`config.mk`:
```
export PLATFORM = sky130hd
export DESIGN_NAME = hilo_div_unit_flat
export DESIGN_NICKNAME = d
export VERILOG_FILES = /design/src/rtl/hilo_div_unit_pkg.sv /design/src/rtl/hilo_div_unit_if.sv /design/src/rtl/hilo_div_unit_div_step.sv /design/src/rtl/hilo_div_unit.sv /design/src/flat_wrapper.sv
export SDC_FILE = /design/constraint.sdc
export NUM_CORES = 1
export LEC_CHECK = 0
export BUFFER_PORTS_ARGS = -buffer_cell sky130_fd_sc_hd__buf_2
export CAP_MARGIN = 20
export CORE_MARGIN = 2
export CORE_UTILIZATION = 45
export DETAILED_ROUTE_END_ITERATION = 10
export GPL_ROUTABILITY_DRIVEN = 0
export REMOVE_ABC_BUFFERS = 1
export SKIP_LAST_GASP = 1
export SYNTH_ARGS = -nofsm -noshare
export SYNTH_HDL_FRONTEND = slang
export SYNTH_SLANG_ARGS = --single-unit
```
`constraint.sdc`:
```
create_clock -name clk -period 5 [get_ports clk]
set_input_delay 0.5 -clock clk [delete_from_list [all_inputs] [get_ports clk]]
set_output_delay 0.5 -clock clk [all_outputs]
set_load 0.01 [all_outputs]
```
`src/rtl/hilo_div_unit_pkg.sv`:
```
// -----------------------------------------------------------------------------
// hilo_div_unit_pkg
// Shared definitions for the HI/LO divide unit.
//   state_t       : FSM state encoding (IDLE, CALC, FIXUP)
//   DEFAULT_WIDTH : default operand / quotient / remainder width
//   INT_MIN       : most negative 32-bit value; div INT_MIN / -1 wraps back
//                   to INT_MIN with a zero remainder
// -----------------------------------------------------------------------------
package hilo_div_unit_pkg;

    localparam int DEFAULT_WIDTH = 32;

    localparam logic [31:0] INT_MIN = 32'h8000_0000;

    typedef enum logic [1:0] {
        ST_IDLE  = 2'd0,
        ST_CALC  = 2'd1,
        ST_FIXUP = 2'd2
    } state_t;

endpackage : hilo_div_unit_pkg

```
`src/rtl/hilo_div_unit_if.sv`:
```
// -----------------------------------------------------------------------------
// hilo_div_unit_if
// Execute-stage connection between the ALU side and the divide / HI-LO unit.
//   start, is_signed, a, b        : issue a div (is_signed=1) or divu
//   write_hi, write_lo, write_data : mthi / mtlo
//   busy                           : divide in flight (feeds the hazard unit)
//   done, div_zero                 : completion pulse and zero-divisor flag
//   hi, lo                         : remainder / quotient (or mthi/mtlo data)
// master = ALU side, slave = divide unit.
// -----------------------------------------------------------------------------
interface hilo_div_unit_if
    import hilo_div_unit_pkg::*;
#(
    parameter int WIDTH = DEFAULT_WIDTH
);
    logic             start;
    logic             is_signed;
    logic [WIDTH-1:0] a;
    logic [WIDTH-1:0] b;
    logic             write_hi;
    logic             write_lo;
    logic [WIDTH-1:0] write_data;
    logic             busy;
    logic             done;
    logic             div_zero;
    logic [WIDTH-1:0] hi;
    logic [WIDTH-1:0] lo;

    modport master (
        output start, is_signed, a, b, write_hi, write_lo, write_data,
        input  busy, done, div_zero, hi, lo
    );

    modport slave (
        input  start, is_signed, a, b, write_hi, write_lo, write_data,
        output busy, done, div_zero, hi, lo
    );

endinterface : hilo_div_unit_if

```
`src/rtl/hilo_div_unit_div_step.sv`:
```
// -----------------------------------------------------------------------------
// hilo_div_unit_div_step
// One combinational radix-2 restoring division iteration.
//   rem_in, quot_in : partial remainder and quotient/dividend shift register
//   divisor         : divisor magnitude
//   rem_out, quot_out : values after shifting in one dividend bit and
//                       appending one quotient bit
// -----------------------------------------------------------------------------
module hilo_div_unit_div_step #(
    parameter int WIDTH = 32
) (
    input  logic [WIDTH-1:0] rem_in,
    input  logic [WIDTH-1:0] quot_in,
    input  logic [WIDTH-1:0] divisor,
    output logic [WIDTH-1:0] rem_out,
    output logic [WIDTH-1:0] quot_out
);

    logic [WIDTH:0] rem_shift;
    logic [WIDTH:0] trial;

    // The partial remainder always stays below the divisor, so the shifted
    // remainder is below 2*divisor and one extra bit is enough to see the
    // sign of the trial subtraction.
    assign rem_shift = {rem_in, quot_in[WIDTH-1]};
    assign trial     = rem_shift - {1'b0, divisor};

    always_comb begin
        if (!trial[WIDTH]) begin
            rem_out  = trial[WIDTH-1:0];
            quot_out = {quot_in[WIDTH-2:0], 1'b1};
        end else begin
            rem_out  = rem_shift[WIDTH-1:0];
            quot_out = {quot_in[WIDTH-2:0], 1'b0};
        end
    end

endmodule : hilo_div_unit_div_step

```
`src/rtl/hilo_div_unit.sv`:
```
// -----------------------------------------------------------------------------
// hilo_div_unit
// Multi-cycle divide unit plus HI/LO register pair for the execute stage.
//   clk   : rising-edge clock
//   rst_n : asynchronous active-low reset; discards any divide in flight
//   bus   : slave side of hilo_div_unit_if (start/operands, mthi/mtlo,
//           busy/done/div_zero status, hi/lo registers)
// Timing: start sampled at edge 0, WIDTH CALC iterations, two FIXUP edges
// (sign correction, then commit), so hi/lo change on edge WIDTH+2 and done
// is high for the cycle after it.
// -----------------------------------------------------------------------------
module hilo_div_unit
    import hilo_div_unit_pkg::*;
#(
    parameter int WIDTH = DEFAULT_WIDTH
) (
    input  logic          clk,
    input  logic          rst_n,
    hilo_div_unit_if.slave bus
);

    localparam int CW = $clog2(WIDTH);

    state_t           state_reg,     state_next;
    logic [CW-1:0]    count_reg,     count_next;
    logic [WIDTH-1:0] rem_reg,       rem_next;
    logic [WIDTH-1:0] quot_reg,      quot_next;
    logic [WIDTH-1:0] divisor_reg,   divisor_next;
    logic [WIDTH-1:0] dividend_reg,  dividend_next;
    logic             q_neg_reg,     q_neg_next;
    logic             r_neg_reg,     r_neg_next;
    logic             fix_phase_reg, fix_phase_next;
    logic [WIDTH-1:0] hi_reg,        hi_next;
    logic [WIDTH-1:0] lo_reg,        lo_next;
    logic             done_reg,      done_next;
    logic             div_zero_reg,  div_zero_next;

    logic             a_neg;
    logic             b_neg;
    logic [WIDTH-1:0] a_mag;
    logic [WIDTH-1:0] b_mag;
    logic [WIDTH-1:0] step_rem;
    logic [WIDTH-1:0] step_quot;
    logic             divisor_zero;

    // Operand signs only matter for div; divu treats the MSB as magnitude.
    assign a_neg = bus.is_signed & bus.a[WIDTH-1];
    assign b_neg = bus.is_signed & bus.b[WIDTH-1];
    assign a_mag = a_neg ? (~bus.a + 1'b1) : bus.a;
    assign b_mag = b_neg ? (~bus.b + 1'b1) : bus.b;

    assign divisor_zero = (divisor_reg == '0);

    hilo_div_unit_div_step #(
        .WIDTH (WIDTH)
    ) u_div_step (
        .rem_in   (rem_reg),
        .quot_in  (quot_reg),
        .divisor  (divisor_reg),
        .rem_out  (step_rem),
        .quot_out (step_quot)
    );

    // -------------------------------------------------------------------------
    // State and datapath registers
    // -------------------------------------------------------------------------
    always_ff @(posedge clk or negedge rst_n) begin
        if (!rst_n) begin
            state_reg     <= ST_IDLE;
            count_reg     <= '0;
            rem_reg       <= '0;
            quot_reg      <= '0;
            divisor_reg   <= '0;
            dividend_reg  <= '0;
            q_neg_reg     <= 1'b0;
            r_neg_reg     <= 1'b0;
            fix_phase_reg <= 1'b0;
            hi_reg        <= '0;
            lo_reg        <= '0;
            done_reg      <= 1'b0;
            div_zero_reg  <= 1'b0;
        end else begin
            state_reg     <= state_next;
            count_reg     <= count_next;
            rem_reg       <= rem_next;
            quot_reg      <= quot_next;
            divisor_reg   <= divisor_next;
            dividend_reg  <= dividend_next;
            q_neg_reg     <= q_neg_next;
            r_neg_reg     <= r_neg_next;
            fix_phase_reg <= fix_phase_next;
            hi_reg        <= hi_next;
            lo_reg        <= lo_next;
            done_reg      <= done_next;
            div_zero_reg  <= div_zero_next;
        end
    end

    // -------------------------------------------------------------------------
    // Next-state and datapath logic
    // -------------------------------------------------------------------------
    always_comb begin
        state_next     = state_reg;
        count_next     = count_reg;
        rem_next       = rem_reg;
        quot_next      = quot_reg;
        divisor_next   = divisor_reg;
        dividend_next  = dividend_reg;
        q_neg_next     = q_neg_reg;
        r_neg_next     = r_neg_reg;
        fix_phase_next = fix_phase_reg;
        hi_next        = hi_reg;
        lo_next        = lo_reg;
        done_next      = 1'b0;
        div_zero_next  = 1'b0;

        case (state_reg)
            ST_IDLE: begin
                if (bus.start) begin
                    // Start takes priority; mthi/mtlo in the same cycle are dropped.
                    rem_next       = '0;
                    quot_next      = a_mag;
                    divisor_next   = b_mag;
                    dividend_next  = bus.a;
                    q_neg_next     = a_neg ^ b_neg;
                    r_neg_next     = a_neg;
                    count_next     = CW'(WIDTH - 1);
                    fix_phase_next = 1'b0;
                    state_next     = ST_CALC;
                end else begin
                    if (bus.write_hi) begin
                        hi_next = bus.write_data;
                    end
                    if (bus.write_lo) begin
                        lo_next = bus.write_data;
                    end
                end
            end

            ST_CALC: begin
                rem_next   = step_rem;
                quot_next  = step_quot;
                count_next = count_reg - CW'(1);
                if (count_reg == '0) begin
                    state_next     = ST_FIXUP;
                    fix_phase_next = 1'b0;
                end
            end

            ST_FIXUP: begin
                if (!fix_phase_reg) begin
                    // First edge: sign-correct in place so the commit edge is
                    // a plain register copy.
                    if (divisor_zero) begin
                        quot_next = '1;
                        rem_next  = dividend_reg;
                    end else begin
                        quot_next = q_neg_reg ? (~quot_reg + 1'b1) : quot_reg;
                        rem_next  = r_neg_reg ? (~rem_reg + 1'b1) : rem_reg;
                    end
                    fix_phase_next = 1'b1;
                end else begin
                    hi_next        = rem_reg;
                    lo_next        = quot_reg;
                    done_next      = 1'b1;
                    div_zero_next  = divisor_zero;
                    fix_phase_next = 1'b0;
                    state_next     = ST_IDLE;
                end
            end

            default: begin
                state_next = ST_IDLE;
            end
        endcase
    end

    assign bus.busy     = (state_reg != ST_IDLE);
    assign bus.done     = done_reg;
    assign bus.div_zero = div_zero_reg;
    assign bus.hi       = hi_reg;
    assign bus.lo       = lo_reg;

endmodule : hilo_div_unit

```
`src/flat_wrapper.sv`:
```
// flat-port wrapper written by rule: the top's interface ports become plain ports
module hilo_div_unit_flat import hilo_div_unit_pkg::*;
#(
    parameter int WIDTH = DEFAULT_WIDTH
)
  (clk, rst_n, bus_start, bus_is_signed, bus_a, bus_b, bus_write_hi, bus_write_lo, bus_write_data, bus_busy, bus_done, bus_div_zero, bus_hi, bus_lo);
  hilo_div_unit_if #(.WIDTH(WIDTH)) bus_i ();
  input  logic clk;
  input  logic rst_n;
  input wire logic [$bits(bus_i.start)-1:0] bus_start;
  input wire logic [$bits(bus_i.is_signed)-1:0] bus_is_signed;
  input wire logic [$bits(bus_i.a)-1:0] bus_a;
  input wire logic [$bits(bus_i.b)-1:0] bus_b;
  input wire logic [$bits(bus_i.write_hi)-1:0] bus_write_hi;
  input wire logic [$bits(bus_i.write_lo)-1:0] bus_write_lo;
  input wire logic [$bits(bus_i.write_data)-1:0] bus_write_data;
  output wire logic [$bits(bus_i.busy)-1:0] bus_busy;
  output wire logic [$bits(bus_i.done)-1:0] bus_done;
  output wire logic [$bits(bus_i.div_zero)-1:0] bus_div_zero;
  output wire logic [$bits(bus_i.hi)-1:0] bus_hi;
  output wire logic [$bits(bus_i.lo)-1:0] bus_lo;
  assign bus_i.start = bus_start;
  assign bus_i.is_signed = bus_is_signed;
  assign bus_i.a = bus_a;
  assign bus_i.b = bus_b;
  assign bus_i.write_hi = bus_write_hi;
  assign bus_i.write_lo = bus_write_lo;
  assign bus_i.write_data = bus_write_data;
  assign bus_busy = bus_i.busy;
  assign bus_done = bus_i.done;
  assign bus_div_zero = bus_i.div_zero;
  assign bus_hi = bus_i.hi;
  assign bus_lo = bus_i.lo;
  hilo_div_unit #(.WIDTH(WIDTH)) u_core (.clk(clk), .rst_n(rst_n), .bus(bus_i));
endmodule
```
==> impl_metrics.yaml <==
status:
  status: "finished, final reports clean"
detailed_routing:
  route.antenna.remaining_nets: 0
  wl_per_cell_um: 18.9
  routed-via-count: 13300
  detail_route.first_pass.iterations: 5
  drtIter0Drc: 1057
  post-route-drc-count: 0
  via_per_inst: 5.82
  totalWireLength_um: 43100
synth:
  yosys_warnings: 0
  ys_seq_area_share_pct: 36.2
  post_synth.cell_area_avg_sq_um: 7.96
  syn_area_sq_mm: 0.0141
  syn_inst: 1773
  synth_ff_type: "dfrtp_1"
  async_flop_share_pct: 100
  synth-edff-count: 0
  ys_seq_elements: 204
  ys_types: 68
power:
  p_switching_mw: 5.41
  p_per_area_mw_per_mm2: 717
  internal_power_mw: 6.10
  clkPwrFrac_pct: 16.9
  peakVddDrop_mv: 0.623
  p_sw_share_pct: 47.0
  pwr-share-seq_pct: 28.3
  power.combinational.fraction_pct: 54.8
  total_leakage_power_nw: 6.98
cells_and_area:
  syn_to_final_growth_pct: 13.7
  fin_nets: 2002
  drive_gt1_share_pct: 15.7
clocking:
  cts_tree: "done"
  cts_resized: 0
  cts_max_level: 1
  clockBufferDepth: 3
  insertion_delay_ns: 0.53
  cts.reportedPaths.clkPinSlew_ns: 0.06
  cts.sinks: 204
  numCtsBuffers: 25
  root_buffer: "clkbuf_16"
  ctsHoldBuffers: 0
  post-cts-setup-buffers: 0
global_route:
  grt_antenna_before_repair: 7
  grt_overflow_total: 0
  grt_pass1_vias: 12800
  grt_max_degree: 113
  grt_usage_pct: 26.0
  grt_pass1_wl_um: 68800
placement:
  pre_cts_slack_ns: 1.16
  io_buffers: 168
  hpwl_um: 31000
worst_setup_path:
  rrSetupSlack_ns: 1.01
  crit_path_end_kind: "flip-flop"
  crit_top_cell: "nand2b_1"
  worstSetupEndpoint: "u_core.rem_reg[27]$_DFFE_PN0P_"
  crit_start: "u_core.quot_reg[31]$_DFFE_PN0P_"
  cp_top_family: "compound AO/OA/AOI/OAI gates"
  r2r-start: "u_core.quot_reg[31]$_DFFE_PN0P_"
  worstPathCellList: "inv_1 > ha_1 > fa_1 > nand2b_1 > a21o_1 > a211o_1 > a21oi_1 > o211ai_1 > a21boi_0 > nand2b_1 > buf_4 > nor2_1 > a221o_1"
  cpPeakStageDelay_ns: 0.40
  crit_fanout: 15
  arrival_ns: 4.40
  r2r-end: "u_core.rem_reg[27]$_DFFE_PN0P_"
  crit_type: "reg -> reg"
  critPathBufInv: 2
  crit_path_start_kind: "flip-flop"
  worstPathRequired_ns: 5.41
  crit_cells: 13
  reg2reg_depth: 13
  crit_slowest_cell: "dfrtp_1"
die:
  die-width_um: 181
  start_util_pct: 45.9
  row_count: 64
  die_y_um: 181
  io_pins: 169
  floorplan.die_area_sq_mm: 0.0328
  core-area_sq_mm: 0.0307
sta:
  rsz0062_at_grt: "no"
  period_needed_ns: 3.99
  fmax_ghz: 0.250
  hold_viol: 0
  period_share_pct: 79.9
  fin_skew_ns: 0.0147
  relSlewSlack_pct: 30.2
  worst_pin_slew_ns: 1.05
  fin_ws_ns: 1.01
  setup_tns_ns: 0
  drv_slew: 0
  finalSetupViolations: 0
job:
  drv_cap: 0
worst_hold_path:
  hold_path_class: "in -> async"
power groups by stage:
stage	registers, mW	clock network, mW	logic [mW]
finish	3.26	1.94	6.31
global placement	3.26	0	6.17
CTS	3.25	1.98	6.30
floorplan	3.15	0	4.46
detailed placement	3.27	0	6.27
global route	3.38	2.04	7.06
synthesized netlist by cell type (all sizes together), types with 6 or more instances:
library cell / instances / area (sq um)
nor2b: 40 / 250
nand4: 9 / 56.3
and3: 8 / 50.1
nand3b: 7 / 52.6
xor2: 61 / 534
dfrtp: 204 / 5100
mux2: 32 / 360
and2: 7 / 43.8
or3: 19 / 129
nor3: 49 / 250
nor4: 28 / 190
nor2: 165 / 619
a21o: 19 / 143
or4: 6 / 48.8
nand2: 223 / 837
mux2i: 23 / 230
a221o: 12 / 120
o31ai: 21 / 158
clkbuf: 112 / 420
o21a: 6 / 45.0
nand3: 41 / 205
xnor2: 59 / 517
nand2b: 14 / 87.6
buf: 15 / 76.3
inv: 50 / 188
ha: 42 / 526
a31oi: 11 / 68.8
o221a: 13 / 146
o21ai: 184 / 928
a21oi: 214 / 1070
or2: 7 / 46.3
o41ai: 8 / 70.1
through the flow:
stage | instances | util, % | power [mW] | area, sq um | hold slack [ns]
final | 2278 | 52.2 | 11.5 | 16100 | 0.113
after global routing | 2276 | 52.2 | 12.5 | 16000 | 0.183
after CTS | 2271 | 52.1 | 11.5 | 16000 | 0.140
after detailed placement | 2226 | 49.3 | 9.54 | 15200 | 0.488
after global placement | 2226 | 49.3 | 9.43 | 15200 | 0.487
after floorplan | 1646 | - | 7.60 | 13600 | 0.204
cell usage in the layout (no fill, tap or decap), types with 40 or more instances in the layout:
cell | synthesis | final
inv_1 | 50 | 50
nor2b_1 | 40 | 40
dfrtp_1 | 204 | 204
xor2_1 | 61 | 61
a21oi_1 | 214 | 212
nor2_1 | 165 | 164
o21ai_0 | 181 | 181
nor3_1 | 48 | 48
nand2_1 | 223 | 222
xnor2_1 | 59 | 59
buf_2 | 10 | 167
ha_1 | 42 | 40
nand3_1 | 41 | 41
per-layer routing:
metal	up-vias	share of wire, %	global-route usage (%)
met1	6372	44	34.2
met5	-	0.030	0
met2	388	48	44.3
li1	6416	-	-
met4	2	3.0	7.93
met3	72	5.6	3.75
kinds of logic after synthesis:
group	share of synthesized area, %
flip-flops	36.2
buffers and inverters	4.88
multiplexers	4.18
XOR/XNOR	7.45
adder cells (fa/ha/maj)	3.86
AND/OR/NAND/NOR	21.0
AO/OA/AOI/OAI	22.4
cell type report:
type                       instances  area (sq um)
multi-input combinational       1391          8390
timing repair buffer             184           982
fill                            3032         14700
clock buffer                      33           706
sequential                       204          5100
inverter                          51           191
antenna                            7          17.5
tap                              396           495
clock inverter                    12           166
worst min path at each step:
stage                                             from                                  to  slack [ns]
after global placement    u_core.q_neg_reg$_DFFE_PN0P_        u_core.q_neg_reg$_DFFE_PN0P_        0.49
final                                            rst_n     u_core.count_reg[2]$_DFFE_PN0P_        0.11
after CTS                                        rst_n  u_core.divisor_reg[19]$_DFFE_PN0P_        0.14
after detailed placement  u_core.q_neg_reg$_DFFE_PN0P_        u_core.q_neg_reg$_DFFE_PN0P_        0.49
after global routing                             rst_n     u_core.count_reg[1]$_DFFE_PN0P_        0.18
after floorplan                                  rst_n       u_core.bus.div_zero$_DFF_PN0_        0.20
worst reg2reg max path, stage by stage (launching register included):
cell	delay, ns
dfrtp_1	0.40
inv_1	0.10
ha_1	0.21
fa_1	0.38
nand2b_1	0.19
a21o_1	0.21
a211o_1	0.29
a21oi_1	0.35
o211ai_1	0.20
a21boi_0	0.26
nand2b_1	0.39
buf_4	0.34
nor2_1	0.16
a221o_1	0.38
No activity file was read; power rests on OpenSTA's default activity.
